**src/rtl/div_pkg.sv**
```systemverilog
// Shared types and constants for the sequential restoring divider.
// Holds the FSM state encoding and the default operand widths.
package div_pkg;

  localparam int DW_DEF = 8;
  localparam int VW_DEF = 4;
  localparam int CW = $clog2(DW_DEF + 1);
  localparam logic [DW_DEF-1:0] DBZ_QUOTIENT = '1;

  typedef enum logic [1:0] {
    IDLE,
    RUN,
    DONE
  } state_e;

endpackage

```
**src/rtl/div_step.sv**
```systemverilog
// One restoring-division step: shift in a dividend bit, trial-subtract.
// Ports: r_i partial remainder, bit_i next dividend bit, d_i divisor,
//        r_o next partial remainder, q_o quotient bit.
module div_step #(
  parameter int VW = 4
) (
  input  logic [VW:0]   r_i,
  input  logic          bit_i,
  input  logic [VW-1:0] d_i,
  output logic [VW:0]   r_o,
  output logic          q_o
);

  logic [VW+1:0] t;
  logic [VW+1:0] d_ext;

  assign t     = {r_i, bit_i};
  assign d_ext = (VW+2)'(d_i);
  assign q_o   = (t >= d_ext);
  assign r_o   = q_o ? (VW+1)'(t - d_ext) : t[VW:0];

endmodule

```
**src/rtl/seq_restoring_divider.sv**
```systemverilog
// Sequential unsigned restoring divider, one quotient bit per clock.
// Ports: clk, rst_n (sync, active-low), start, dividend, divisor in;
//        busy, done, div_by_zero, quotient, remainder out.
module seq_restoring_divider
  import div_pkg::*;
#(
  parameter int DW = DW_DEF,
  parameter int VW = VW_DEF
) (
  input  logic          clk,
  input  logic          rst_n,
  input  logic          start,
  input  logic [DW-1:0] dividend,
  input  logic [VW-1:0] divisor,
  output logic          busy,
  output logic          done,
  output logic          div_by_zero,
  output logic [DW-1:0] quotient,
  output logic [VW-1:0] remainder
);

  localparam int CNT_W = $clog2(DW + 1);

  state_e         state_q, state_d;
  logic [VW:0]    r_q, r_d;
  logic [DW-1:0]  q_q, q_d;
  logic [VW-1:0]  d_q, d_d;
  logic [CNT_W-1:0] cnt_q, cnt_d;
  logic [DW-1:0]  quot_q, quot_d;
  logic [VW-1:0]  rem_q, rem_d;
  logic           dbz_q, dbz_d;

  logic [VW:0]    r_nxt;
  logic           qbit;
  logic [DW-1:0]  q_shift;
  logic           accept;

  div_step #(
    .VW(VW)
  ) u_step (
    .r_i  (r_q),
    .bit_i(q_q[DW-1]),
    .d_i  (d_q),
    .r_o  (r_nxt),
    .q_o  (qbit)
  );

  assign q_shift = {q_q[DW-2:0], qbit};
  assign accept  = start && (state_q != RUN);

  always_comb begin
    state_d = state_q;
    r_d     = r_q;
    q_d     = q_q;
    d_d     = d_q;
    cnt_d   = cnt_q;
    quot_d  = quot_q;
    rem_d   = rem_q;
    dbz_d   = dbz_q;
    unique case (state_q)
      RUN: begin
        r_d   = r_nxt;
        q_d   = q_shift;
        cnt_d = cnt_q + 1'b1;
        if (cnt_q == CNT_W'(DW - 1)) begin
          state_d = DONE;
          quot_d  = q_shift;
          rem_d   = r_nxt[VW-1:0];
          dbz_d   = 1'b0;
        end
      end
      DONE:    state_d = IDLE;
      default: state_d = state_q;
    endcase
    // A new request overrides the DONE->IDLE fall-through.
    if (accept) begin
      d_d   = divisor;
      r_d   = '0;
      q_d   = dividend;
      cnt_d = '0;
      if (divisor == '0) begin
        state_d = DONE;
        quot_d  = '1;
        rem_d   = '0;
        dbz_d   = 1'b1;
      end else begin
        state_d = RUN;
        quot_d  = '0;
        rem_d   = '0;
        dbz_d   = 1'b0;
      end
    end
  end

  always_ff @(posedge clk) begin
    if (!rst_n) begin
      state_q <= IDLE;
      r_q     <= '0;
      q_q     <= '0;
      d_q     <= '0;
      cnt_q   <= '0;
      quot_q  <= '0;
      rem_q   <= '0;
      dbz_q   <= 1'b0;
    end else begin
      state_q <= state_d;
      r_q     <= r_d;
      q_q     <= q_d;
      d_q     <= d_d;
      cnt_q   <= cnt_d;
      quot_q  <= quot_d;
      rem_q   <= rem_d;
      dbz_q   <= dbz_d;
    end
  end

  assign busy        = (state_q == RUN);
  assign done        = (state_q == DONE);
  assign div_by_zero = dbz_q;
  assign quotient    = quot_q;
  assign remainder   = rem_q;

endmodule

```
**config.mk**
```make
export PLATFORM = sky130hd
export DESIGN_NAME = seq_restoring_divider
export DESIGN_NICKNAME = d
export VERILOG_FILES = /design/src/rtl/div_pkg.sv /design/src/rtl/div_step.sv /design/src/rtl/seq_restoring_divider.sv
export SDC_FILE = /design/constraint.sdc
export NUM_CORES = 1
export LEC_CHECK = 0
export CORE_MARGIN = 2
export CORE_UTILIZATION = 54
export CTS_BUF_LIST = sky130_fd_sc_hd__clkbuf_4
export CTS_CLUSTER_DIAMETER = 100
export DETAILED_ROUTE_END_ITERATION = 12
export PLACE_DENSITY = 0.89
export SYNTH_ARGS = -nofsm -noshare
export SYNTH_HDL_FRONTEND = slang
export SYNTH_HIERARCHICAL = 1
export SYNTH_SLANG_ARGS = --single-unit
```
**constraint.sdc**
```tcl
create_clock -name clk -period 3.1 [get_ports clk]
set_input_delay 0.62 -clock clk [delete_from_list [all_inputs] [get_ports clk]]
set_output_delay 0.62 -clock clk [all_outputs]
set_load 0.05 [all_outputs]
```
==> results.txt, run 1 <==
- Detailed routing placed a total of roughly 1600 µm of wire on met2.
* Critical path capture point type: flop
- Mapped Cells: between 150 and 200
- Kind of launch point of the worst setup path: flop
- The worst path needs ~2.5 ns of the cycle, external delays included.
* Share of the cycle needed by the critical path after routing: 0.8222
* Net switching power: approximately 0.35 mW
- Worst slew margin relative to its limit: 0.5349
- At the worst endpoint, the required time is around 3.3 ns.
- The share of total power dissipated in sequential elements is 0.476.
- Leakage power: between 0.7 and 0.8 nW
* Worst vdd ir: around 0.34 mV
- In this run the remaining antenna-violating nets after routing total 0.
- Of the total synthesized cell area, the portion taken by full adders, half adders and majority gates is 0.06997.
- Post-synthesis xor/xnor area fraction: 0.02551
- Setup tns final: 0 ns
- The number of setup buffers added after CTS is 0.
* First drt pass iteration count: 4
* Setup-failing EPs final: 0
- P&R area growth vs syn: 21.36%
- TritonCTS built the clock tree.
- Largest fanout on the critical path: 8
- The die is around 60 µm tall.
- Counting along the longest clock path gives a buffer depth of 2.
- Distinct cells, synth: 35
- The number of global-route vias before repair came to ~1,300.
- The die covers between 3000 and 4000 µm².
- Of all cell types, the one taking the most synthesized area is sky130_fd_sc_hd__dfxtp_1.
- Cts repair resizes: 0
* Endpoint arrival time on the critical path: approximately 2.8 ns
* Syn_nets: 219
- Of the total synthesized cell area, the portion taken by AND, OR, NAND and NOR gates is 0.1560.
* Most common cell after layout, fill and taps aside: sky130_fd_sc_hd__nand2_1
- Clock buffer count from CTS: 5
- The detailed router put a total of 1725 µm of wire on met1.
* Top layer in use: met4
* GRT Overall Usage: 0.2162
* Largest net degree at the start of global routing: 19
* Post-Syn Area: around 1700 µm²
- Number of DRC violations after detailed routing: 0
- Setup slack on the critical path of the routed design comes to 0.5511 ns.
- Cell types with the largest area share after synthesis: sky130_fd_sc_hd__dfxtp_1 42%, sky130_fd_sc_hd__nand2_1 8.5%, sky130_fd_sc_hd__ha_1 5.8%
- During synthesis, Yosys emitted a total of 6 warnings.
- The initial antenna violation count came to 0.
- Fraction of post-synthesis cell area in the top cell type by area: 0.4198
- Antenna diodes: 0
* Net count reported at finish: roughly 250
- Power density over the cells: 520.0 nW/µm²
* Worst slack at placement: roughly 0.65 ns
- Across the routed clock network, the largest skew measured is a little under 0.007 ns.
- Mean Syn Cell Area: roughly 9 µm²
- Wire length on met3: about 190 µm
* Commonest cells after routing, fill and taps aside: 39 x sky130_fd_sc_hd__nand2_1, 36 x sky130_fd_sc_hd__dfxtp_1, 29 x sky130_fd_sc_hd__clkdlybuf4s50_1, 19 x sky130_fd_sc_hd__a21oi_1, 11 x sky130_fd_sc_hd__o21ai_0
- Final Util: 0.6880
- Clock net sink count: 36
- The congestion estimate from routability-driven global placement came to 0.8243.
* Design Area, Final: approximately 2100 µm²
- The first routing iteration left between 50 and 60 violations.
- Dominant combinational cell family by area after synthesis: compound AO/OA/AOI/OAI gates
* Internal: approximately 0.73 mW
- In the final routed layout, each cell accounts on average for ~13 µm.
- First-pass GRT wire length: ~5800 µm
* Horizontal die dimension: slightly above 60 µm
* Count of hold buffers inserted by post-cts repair: 0
- The region available for standard cell placement spans ~3000 µm².
* Unrepaired setup endpoints after global routing: no
* Mux contribution to synthesized area: 0.06268
- Initial Util: 0.5669
- Maximum clock frequency: 392.3 MHz
* Number of top-level pins: 30
- The worst setup path is of the reg2reg kind.
- The tightest min-delay check is of the reg2reg type.
- Across the run, the number of max-cap violations was 0.
- Post-detailed-route via-to-cell ratio: approximately 5.5
* Number of placement rows: 20
* Share of layout cells above drive strength 1: 0.08036
* Port Buffer Count: 29
- Sum of routed wire length over all layers: 3617 µm
- CTS built an H-tree with a depth of 2.
- Relative contribution of the clock network to total power: 0.240
- Post-place instance area: 2027 µm²
- Post-CTS clock slew at the launch and capture registers of the worst setup and hold paths: around 0.11 ns
* Slew of the pin with the lowest slew margin: 0.6976 ns
- The run finished with clean final reports.
* Vias after detailed routing: 1,469
- Root buffer selected by CTS: sky130_fd_sc_hd__clkbuf_4
- The wire-length estimate of the detail-placed layout is 2534 µm.
* Number of fill cells: between 200 and 300
* Number of failing hold endpoints at the final stage: 0
- The share of the Yosys chip area taken by registers is 0.4198.
- The number of pins with negative max-slew slack in the final report was 0.
* Worst Hold Slack: approximately 0.46 ns
* Area fraction in compound gates after synthesis: 0.2106
* Congestion Overflow GR: 0
- Clock latency reported for the late side of the worst-skew pair: 0.34 ns
* Switching Share: 0.3276
- The share of total power dissipated in combinational logic is 0.284.
* Number of synthesized register bits: 36
[state kept, by name, summed over array words and instances (netlist names)]
register	count
q_q	8
d_q	4
state_q	2
div_by_zero	1
cnt_q	4
r_q	5
quotient	8
remainder	4
[kinds of logic (layout without fill, tap and decap cells)]
logic type      Yosys count  after routing
simple gates             60             60
buf+inv                  21             50
flops                    36             36
xor+xnor                  5              5
compound gates           55             55
fa+ha+maj                 9              9
mux                       9              9
[power groups by stage]
stage | clock network (mW) | registers [mW] | logic (mW)
3_3_place_gp | 0 | 0.524 | 0.299
2_1_floorplan | 0 | 0.559 | 0.194
4_1_cts | 0.261 | 0.516 | 0.308
5_1_grt | 0.275 | 0.520 | 0.335
3_5_place_dp | 0 | 0.526 | 0.304
6_report | 0.259 | 0.516 | 0.308
[worst max-delay path, cell delays in order (launching register included)]
cell and delay (ns):
sky130_fd_sc_hd__dfxtp_1 0.35, sky130_fd_sc_hd__inv_1 0.08, sky130_fd_sc_hd__ha_1 0.14, sky130_fd_sc_hd__inv_1 0.06
sky130_fd_sc_hd__fa_1 0.41, sky130_fd_sc_hd__a21o_2 0.26, sky130_fd_sc_hd__a2111oi_4 0.57, sky130_fd_sc_hd__mux2_4 0.35
sky130_fd_sc_hd__mux2i_1 0.16, sky130_fd_sc_hd__nor2_1 0.05
[metrics by stage]
step	power, mW	instances
after global routing	1.130	268
after floorplan	0.7523	195
after detailed placement	0.8299	260
after CTS	1.084	268
final	1.083	268
after global placement	0.8228	260
[metal layers]
metal	global-route usage	up-vias
met4	0.1048	0
met2	0.3323	27
met1	0.2886	699
li1	-	736
met5	0	-
met3	0.04904	7
[final timing paths]
path              slack, ns             endpoint                 from  cells past startpoint
hold / removal         0.46  d_q[2]$_SDFFE_PN0N_  d_q[2]$_SDFFE_PN0N_                      2
hold reg to reg        0.46  d_q[2]$_SDFFE_PN0N_  d_q[2]$_SDFFE_PN0N_                      2
setup / recovery       0.55  r_q[1]$_SDFFE_PP0N_  q_q[7]$_SDFFE_PN0P_                      9
setup reg to reg       0.55  r_q[1]$_SDFFE_PP0N_  q_q[7]$_SDFFE_PN0P_                      9
[cells in the mapped netlist, drive strengths merged]
master,n
o221ai,1
buf,9
nand2,39
xor2,3
a2111oi,1
a31oi,9
mux2i,8
o31ai,8
nor4,1
nand3,1
inv,10
o221a,1
ha,8
nand4,1
dfxtp,36
nand3b,1
xnor2,2
nor2b,2
o21ai,11
and4b,1
a21o,2
nand4b,1
clkbuf,2
o22ai,1
fa,1
a21oi,19
a311oi,1
or2,1
mux2,1
nor2,9
nand2b,3
a41o,1
[area by class of cell]
class	count	area (µm²)	area share
flip-flops and latches	36	720.7	0.3459
repair buffers	32	312.8	0.1502
inverters	10	37.54	0.01802
clock buffers	7	52.55	0.02523
multi-input cells	138	900.9	0.4324
well taps	44	55.05	0.02643
clock inverters	1	3.754	0.001802
(Power assumes the default switching activity.)
==> run 2, diff against run 1 <==
==> constraint.sdc (replaced) <==
create_clock -name clk -period 2.46 [get_ports clk]
set_input_delay 0.492 -clock clk [delete_from_list [all_inputs] [get_ports clk]]
set_output_delay 0.492 -clock clk [all_outputs]
set_load 0.05 [all_outputs]
==> run 2 against run 1 <==
Net effect:
- sequential cell count unchanged
- register-to-register slack worse by 0.43 ns
- power increased by 25%
- clock power increased by 16%
- sequential power up 26%
- critical path depth is the same
- die area did not move
- critical endpoint unchanged
- highest routed layer unchanged
==> results.txt, run 2 (synthesis results as in run 1) <==
* Number of routed nets with antenna violations: 0 (unchanged)
* Number of failing hold endpoints at the final stage: 0 (unchanged)
- Floorplan die height: 60.38 µm (unchanged)
- The worst hold path belongs to the class reg2reg.
* Outcome: completed
* Post-CTS clock slew at the launch and capture registers of the worst setup and hold paths: 0.10 ns (about the same)
- The filler cell count is 240 (-4.4%).
* Leakage power: 0.8070 nW (+2.9%)
- The initial standard-cell utilization of the core came to 0.5669 (unchanged).
- The detail-routed net length per standard cell was 12.51 µm (-7.3%).
* Area of combinational cells with multiple inputs: 900.9 µm² (unchanged)
- The overflow left after global routing is 0 (unchanged).
- Worst vdd ir: 0.4100 mV (+21%)
- Category of the most critical setup path: reg2reg
* Cts repair resizes: 0 (unchanged)
- Cells along the critical path: inv_1 > ha_1 > inv_1 > fa_1 > a21o_2 > a2111oi_4 > mux2_4 > mux2i_1 > nor2_1
* Antenna violations before repair: 0 (unchanged)
- Compared with the post-synthesis result, the final layout area differs by 23.18%.
* CP max-delay cell: sky130_fd_sc_hd__fa_1
* Clock net sink count: 36 (unchanged)
* Vias after detailed routing: 1,442 (-1.8%)
- The share of the clock period used by the worst path was 0.9507 (+0.1285).
- Area enclosed by the die boundary: 3646 µm² (unchanged)
- The total negative setup slack came to 0 ns (unchanged).
- Power density over the cells: 638.3 nW/µm² (+23%)
- The endpoint arrival time on the critical path was 2.56 ns (-0.22 ns).
* Port Buffer Count: 29 (unchanged)
* Critical path data required time: 2.68 ns (-0.65 ns)
- The placer congestion estimate was 0.8372 (+1.6%).
- Number of DRC violations after detailed routing: 0 (unchanged)
- The TritonCTS buffer count was 5 (unchanged).
* Number of placement rows: 20 (unchanged)
* Total count of max-transition violations in the final report: 0 (unchanged)
- Worst slack at placement: 0.06393 ns (-0.5848 ns)
- 1st-iter DRT viols: 103 (+84%)
- The relative slew slack was 0.6595 (+0.1245).
- Setup repair after global routing left no endpoint under its margin.
- The worst-case clock skew was 0.007419 ns (+0.0006671 ns).
- The horizontal die dimension is 60.38 µm (unchanged).
* Setup-failing EPs final: 0 (unchanged)
* Total area of sequential cells: 720.7 µm² (unchanged)
* Largest net degree at the start of global routing: 17 (-2)
* CP most frequent cell: sky130_fd_sc_hd__inv_1
* Sum of routed wire length over all layers: 3404 µm (-5.9%)
* Commonest cells after routing, fill and taps aside: 39 x sky130_fd_sc_hd__nand2_1, 36 x sky130_fd_sc_hd__dfxtp_1, 29 x sky130_fd_sc_hd__clkdlybuf4s50_1, 19 x sky130_fd_sc_hd__a21oi_1, 11 x sky130_fd_sc_hd__o21ai_0
* First drt pass iteration count: 4 (unchanged)
* Kind of launch point of the worst setup path: flop
* Placeable Area: 3028 µm² (unchanged)
* Post-detailed-route via-to-cell ratio: 5.301 (-3.3%)
- HPWL reported at the end of detailed placement: 2530 µm (-0.15%)
- Net count reported at finish: 252 (+2.0%)
- The CTS H-tree depth came to 2 (unchanged).
- GRT Overall Usage: 0.2060 (-0.01027)
- Worst-case register-to-register setup slack: 0.12 ns (-0.43 ns)
- CTS placed an instance of sky130_fd_sc_hd__clkbuf_4 at the clock tree root.
* Antenna diodes: 0 (unchanged)
- The final critical path time including I/O delays and setup is 2.339 ns (-0.2101 ns).
- The worst setup path is captured at a flop.
- The global-route wire length before repair was 5520 µm (-5.2%).
* TritonCTS clock tree: built
- Maximum clock frequency: 427.6 MHz (+9.0%)
* Clock latency reported for the late side of the worst-skew pair: 0.35 ns (about the same)
- Share of layout cells above drive strength 1: 0.1009 (+0.02052)
- Delay of the slowest cell on the worst path: 0.40 ns (-0.17 ns)
- The max-cap violation count is 0 (unchanged).
- The worst slack on hold paths is 0.4591 ns (-0.004123 ns).
- Number of buffers between clock root and the deepest sink: 2 (unchanged)
- Number of global-route vias before repair: 1,273 (-3.7%)
- Number of top-level pins: 30 (unchanged)
- Most common cell after layout, fill and taps aside: sky130_fd_sc_hd__nand2_1
* Count of hold buffers inserted by post-cts repair: 0 (unchanged)
* Largest fanout on the critical path: 4 (-4)
- Slew of the pin with the lowest slew margin: 0.5066 ns (-0.1910 ns)
- Minimum setup slack in the final design: 0.1212 ns (-0.4299 ns)
==> run 2: cell types whose count changed in the layout (fill, tap and decap cells not counted) <==
cell | before | now
sky130_fd_sc_hd__buf_4 | 3 | 8
sky130_fd_sc_hd__clkbuf_4 | 7 | 6
sky130_fd_sc_hd__clkinv_1 | 1 | 0
sky130_fd_sc_hd__clkinv_2 | 0 | 1
==> run 2: per-layer routing <==
metal / share of wire / GRT usage / routed length [µm]
met1: 0.50 / 0.2947 / 1695
met2: 0.43 / 0.2919 / 1475
met3: 0.052 / 0.07036 / 177
met4: 0.016 / 0.06667 / 55
met5: 0 / 0 / 0
==> run 2: critical path, delay by kind of cell, from the launching register on <==
kind            cells  cell delay [ns]
compound gates      2             0.66
fa+ha+maj           2             0.54
buf+inv             2             0.13
flops               1             0.33
mux                 2             0.49
simple gates        1             0.06
==> run 2: repair_timing <==
| item | CTS | global route |
|---|---|---|
| buffers inserted | 0 | 1 |
| endpoints found under the setup margin | 0 | 4 |
| endpoints found under the hold margin | 0 | 0 |
==> run 2: power breakdown <==
group          switching [mW]  internal [mW]  total, mW
clock network           0.184          0.116      0.300
logic                   0.227          0.174      0.401
registers              0.0238          0.625      0.649
total                   0.435          0.914       1.35
==> run 2: final timing paths <==
path / startpoint / to / cells past startpoint
max: q_q[7]$_SDFFE_PN0P_ / r_q[1]$_SDFFE_PP0N_ / 9
max reg2reg: q_q[7]$_SDFFE_PN0P_ / r_q[1]$_SDFFE_PP0N_ / 9
min: remainder[3]$_SDFFE_PP0P_ / remainder[3]$_SDFFE_PP0P_ / 2
min reg2reg: remainder[3]$_SDFFE_PP0P_ / remainder[3]$_SDFFE_PP0P_ / 2
==> run 2: through the flow <==
stage,total power [mW],util,std cells,instance area (µm²)
3_3_place_gp,1.049,0.6793,264,2057
6_report,1.350,0.6983,272,2115
4_1_cts,1.353,0.6959,271,2107
3_5_place_dp,1.055,0.6793,264,2057
5_1_grt,1.428,0.6983,272,2115
2_1_floorplan,0.9480,-,195,1717
==> run 2: cell type report <==
type / instances / area share
multi-input cells: 138 / 0.4260
well taps: 44 / 0.02604
clock inverters: 1 / 0.002367
inverters: 10 / 0.01775
clock buffers: 6 / 0.02130
flip-flops and latches: 36 / 0.3408
repair buffers: 37 / 0.1657
